[config.mk]
export PLATFORM = sky130hd
export DESIGN_NAME = flit_arbiter
export DESIGN_NICKNAME = d
export VERILOG_FILES = /design/src/rtl/flit_arbiter.sv
export SDC_FILE = /design/constraint.sdc
export NUM_CORES = 1
export LEC_CHECK = 0
export CORE_MARGIN = 2
export CORE_UTILIZATION = 31
export DETAILED_ROUTE_END_ITERATION = 10
export GPL_ROUTABILITY_DRIVEN = 0
export HOLD_SLACK_MARGIN = 0.03
export MAX_ROUTING_LAYER = met4
export PLACE_DENSITY = 0.77
export SLEW_MARGIN = 15
export SYNTH_ARGS = -nofsm -noshare
export SYNTH_HDL_FRONTEND = slang
export SYNTH_SLANG_ARGS = --single-unit
[constraint.sdc]
create_clock -name clk -period 2.55 [get_ports clk]
set_input_delay 0.51 -clock clk [delete_from_list [all_inputs] [get_ports clk]]
set_output_delay 0.51 -clock clk [all_outputs]
set_load 0.05 [all_outputs]
[src/rtl/flit_arbiter.sv]
// Round-robin flit arbiter with packet locking toward a depacketizer.
// Optional LOCK idle timeout with abort flit: define FLIT_ARB_TIMEOUT_EN.
module flit_arbiter #(
  parameter int NUM_REQ = 4,
  parameter int TIMEOUT = 15
) (
  input  logic                   clk,
  input  logic                   reset,
  input  logic [NUM_REQ*48-1:0]  req_flit,
  input  logic [NUM_REQ-1:0]     req_valid,
  output logic [NUM_REQ-1:0]     req_ready,
  output logic [47:0]            flitoutde,
  output logic                   flit_valid,
  output logic [NUM_REQ-1:0]     grant,
  output logic                   timeout_err
);

  localparam int IW = (NUM_REQ > 1) ? $clog2(NUM_REQ) : 1;

  typedef enum logic {IDLE, LOCK} state_t;

  state_t          state_reg;
  logic [IW-1:0]   rr_ptr_reg;
  logic [IW-1:0]   owner_reg;

`ifdef FLIT_ARB_TIMEOUT_EN
  localparam int CW = $clog2(TIMEOUT + 1);
  logic [CW-1:0]   idle_cnt_reg;
`endif

  logic [47:0]     flits [NUM_REQ];
  logic            win_found;
  logic [IW-1:0]   win_idx;
  logic            acc;
  logic [IW-1:0]   acc_idx;
  logic [47:0]     acc_flit;
  logic            acc_tail;

  function automatic logic [IW-1:0] next_idx(input logic [IW-1:0] i);
    return (int'(i) == NUM_REQ - 1) ? '0 : i + 1'b1;
  endfunction

  // Scan downward so the last hit is the one closest to rr_ptr.
  always_comb begin
    win_found = 1'b0;
    win_idx   = '0;
    for (int k = NUM_REQ - 1; k >= 0; k--) begin
      if (req_valid[IW'((int'(rr_ptr_reg) + k) % NUM_REQ)]) begin
        win_found = 1'b1;
        win_idx   = IW'((int'(rr_ptr_reg) + k) % NUM_REQ);
      end
    end
  end

  generate
    for (genvar gi = 0; gi < NUM_REQ; gi++) begin : g_req
      assign flits[gi]     = req_flit[48*gi +: 48];
      assign req_ready[gi] = reset && ((state_reg == LOCK) ? (owner_reg == IW'(gi))
                                                           : (win_found && (win_idx == IW'(gi))));
    end
  endgenerate

  assign acc      = |(req_ready & req_valid);
  assign acc_idx  = (state_reg == LOCK) ? owner_reg : win_idx;
  assign acc_flit = flits[acc_idx];
  assign acc_tail = (acc_flit[15:0] == 16'hFFFF);

  always_ff @(posedge clk) begin
    if (!reset) begin
      state_reg    <= IDLE;
      rr_ptr_reg   <= '0;
      owner_reg    <= '0;
      flitoutde    <= '0;
      flit_valid   <= 1'b0;
      grant        <= '0;
      timeout_err  <= 1'b0;
`ifdef FLIT_ARB_TIMEOUT_EN
      idle_cnt_reg <= '0;
`endif
    end else begin
      flitoutde   <= '0;
      flit_valid  <= 1'b0;
      timeout_err <= 1'b0;
      if (acc) begin
        flitoutde  <= acc_flit;
        flit_valid <= 1'b1;
        grant      <= NUM_REQ'(1) << acc_idx;
`ifdef FLIT_ARB_TIMEOUT_EN
        idle_cnt_reg <= '0;
`endif
        if (acc_tail) begin
          state_reg  <= IDLE;
          rr_ptr_reg <= next_idx(acc_idx);
        end else begin
          state_reg <= LOCK;
          owner_reg <= acc_idx;
        end
      end else if (state_reg == LOCK) begin
`ifdef FLIT_ARB_TIMEOUT_EN
        // Forced release: emit the abort tail so the depacketizer closes the packet.
        if (idle_cnt_reg + 1'b1 == CW'(TIMEOUT)) begin
          flitoutde    <= {16'h0000, 16'h0000, 16'hFFFF};
          flit_valid   <= 1'b1;
          timeout_err  <= 1'b1;
          grant        <= '0;
          state_reg    <= IDLE;
          rr_ptr_reg   <= next_idx(owner_reg);
          idle_cnt_reg <= '0;
        end else begin
          idle_cnt_reg <= idle_cnt_reg + 1'b1;
        end
`endif
      end else begin
        grant <= '0;
      end
    end
  end

endmodule

==> metrics.txt <==
clock sink total=58; RSZ-0062 raised after global routing=yes; leading register cell type out of synthesis=dfxtp_1; dpl cell area=~0.0064 mm2; count of port buffers added during placement=approximately 250; sequence of cells on the critical path=and2b_4, buf_6, nor4_4, nor3_4, buf_6, buf_6, o211ai_1, nand4_2, or3_4, o21ai_1, a21oi_1; effective utilization at floorplan=0.319; number of nets in the synthesized netlist=approximately 510; clock latency on the worst-skew pair=approximately 0.34 ns; Worst Hold Class=reg -> reg; first-pass detailed-route iteration total=4; diodes inserted=0; Die X-Extent=roughly 110 um; count of routing violations after the opening detailed-route iteration=278; floorplan die area=~0.012 mm2; failing checks=setup timing; largest net degree at the start of global routing=29; final wirelength=~15 mm; Final #Nets=~800; core region area=about 0.011 mm2; Max-Cap Viols=0; count of standard-cell rows=38; Mapped Area=~0.0035 mm2; via count of the first global-routing pass=approximately 3900; ratio of routed vias to standard cells=around 5; area taken by multi-input logic gates=about 0.0022 mm2; critical path required time=between 2 and 3 ns; max frequency=approximately 0.4 GHz; FF+latch area=around 0.0012 mm2; PD cells=around 470 mW/mm2; final count of hold timing violations=0; cell chosen for the clock root=clkbuf_8; crit path capture type=flip-flop; per-cell routed wire length=a little over 20 um; standard cell with the maximum stage delay on the critical path=or3_4; number of enable flip-flop cells after synthesis=0; Worst Path Class, Setup=reg -> reg; total power=3.23 mW; buffer depth of the longest clock path=2; standby leakage power=2.61 nW; count of mapped cells out of synthesis=around 310; antenna-violating nets left=0; cts bufs inserted=9; post-route non-filler standard cell count=746; largest stage delay on the critical path=around 0.43 ns; layout-stage area growth over the synthesis result=99.3%; top fanout value on the critical path=4; final-report max-slew violation count=0; Yosys top cell by area=dfxtp_1; global routing's busiest layer=met2; number of setup violations in the final report=2; crit-path leading delay family=simple AND/OR/NAND/NOR gates; maximum level of the CTS H-tree=3; register with the most flip-flops=flitoutde; final cycle utilization of the critical path=1.00; number of synthesis warnings=0; max FFs per register=48; HPWL after detailed placement=11.8 mm; Layout fillers=between 800 and 900; total non-filler cell area in the finished layout=0.00689 mm2; met3 GRT Util=0.0545; post-synthesis sequential element count=58; global-route wire length before repair=about 21 mm; final setup margin=-0.00686 ns; CP startpoint kind=flip-flop; IO Pins=256; leftover overflow at the end of global routing=0; DIE HEIGHT=approximately 110 um; grt met1 use=0.261; DRC violations left=0; clock tree skew after final layout=between 0.009 and 0.01 ns; Max transition margin=0.612; fraction of layout instances using a drive strength above 1=0.252; status=finished with violations; CP arrival=between 2 and 3 ns; proportion of synthesized chip area in sequential cells=0.336; detailed-route via count=roughly 3800; distinct cell type count after synthesis=50; core utilization of the finished layout=0.635; post-synthesis area per instance=11.3 um2; min cycle time layout=roughly 2.6 ns; initial antenna violation count=0; worst path bufs/invs=3; largest registers=flitoutde (48), grant (4); pin slew with the least headroom to its limit=between 0.5 and 0.6 ns; Total Routing Usage GR=0.241; peak ir drop on the vdd network=between 0.0002 and 0.0003 V; routing usage on met2=0.425; top-area cell type share of the netlist area=0.336; CTS tree=built; most used cell, CP=buf_6; clock-pin slew reported for the worst setup and hold paths after clock tree synthesis=around 0.070 ns; share of synthesized registers carrying an async set or reset=0; largest cells by area after synthesis=dfxtp_1 (34%), mux4_2 (29%), and2_1 (8.5%); Inst Count DP=around 720; reg-to-reg setup timing slack=-0.007 ns
## where the power goes
group,switching [mW],internal [mW]
clock,0.376,0.374
sequential,0.0293,0.991
combinational,0.680,0.776
total,1.09,2.14
## layout make-up
class,count,area share
timing repair buffer,307,0.451
multi-input combinational,219,0.325
sequential,58,0.169
tap,140,0.0254
clock buffer,11,0.0205
clock inverter,5,0.00436
inverter,6,0.00436
## cell usage in the layout (no fill, tap or decap), drive strengths merged, types with 3 or more instances in the layout
| master | count |
|---|---|
| clkbuf | 13 |
| nand3 | 10 |
| nand4 | 14 |
| clkinv | 4 |
| o31ai | 4 |
| and2 | 47 |
| mux4 | 45 |
| and3 | 3 |
| a311oi | 6 |
| dfxtp | 58 |
| mux2i | 6 |
| a21oi | 8 |
| nor3 | 5 |
| clkdlybuf4s15 | 3 |
| o21ai | 8 |
| nand2b | 3 |
| buf | 55 |
| inv | 5 |
| ha | 4 |
| clkdlybuf4s50 | 246 |
| nand2 | 20 |
| or2 | 4 |
| nor2 | 8 |
## per-layer routing
metal	vias to the layer above	part of all wire	routed length [um]
li1	1761	-	-
met4	0	0.025	369
met5	-	0	0
met2	169	0.53	7890
met1	1866	0.37	5630
met3	30	0.075	1130
## path summary, 6_finish.rpt
kind | end | depth (start not counted) | from
max reg2reg | rr_ptr_reg[1] | 11 | rr_ptr_reg[0]
min | grant[0] | 2 | grant[0]
max | rr_ptr_reg[1] | 11 | rr_ptr_reg[0]
min reg2reg | grant[0] | 2 | grant[0]
## per-stage QoR
stage	worst slack [ns]	hold WS [ns]	setup TNS (ns)
final	-0.00686	0.488	-0.00778
after global routing	-0.0931	0.519	-0.532
after CTS	-0.0413	0.492	-0.0636
after detailed placement	-0.581	0.481	-26.77
after global placement	-0.453	0.471	-22.44
after floorplan	-0.0149	0.495	-0.0940
## cells by family (layout without fill, tap and decap cells)
kind of cell / Yosys count / after routing / synth area share
adders and majority gates: 4 / 4 / 0.0145
buffers and inverters: 30 / 329 / 0.0420
other: 1 / 1 / 0.00109
and+or+nand+nor: 122 / 122 / 0.211
AOI/OAI and AO/OA: 41 / 41 / 0.0847
DFF: 58 / 58 / 0.336
muxes: 51 / 51 / 0.311
## timing repair
action,in CTS,in global routing
endpoints found under the setup margin,60,16
resized for setup,22,17
gates cloned,1,2
hold buffers,0,0
pin swaps,7,13
setup buffers,7,5
## tightest hold or removal path, cell delays in order, from the launching register on
cell	delay, ns
dfxtp_1	0.31
nand3_1	0.07
o21ai_0	0.06
## Yosys cell counts, drive strengths merged, types with 2 or more instances
cell     n
dfxtp   58
and2    47
mux4    45
nand2   20
nand4   14
buf     13
clkbuf  11
nand3   10
a21oi    8
nor2     8
o21ai    8
a311oi   6
inv      6
mux2i    6
nor3     5
ha       4
o31ai    4
or2      4
and3     3
nand2b   3
a211o    2
a31oi    2
nor4     2
o211ai   2
o31a     2
Note: power is estimated with default switching activity, not from simulation.
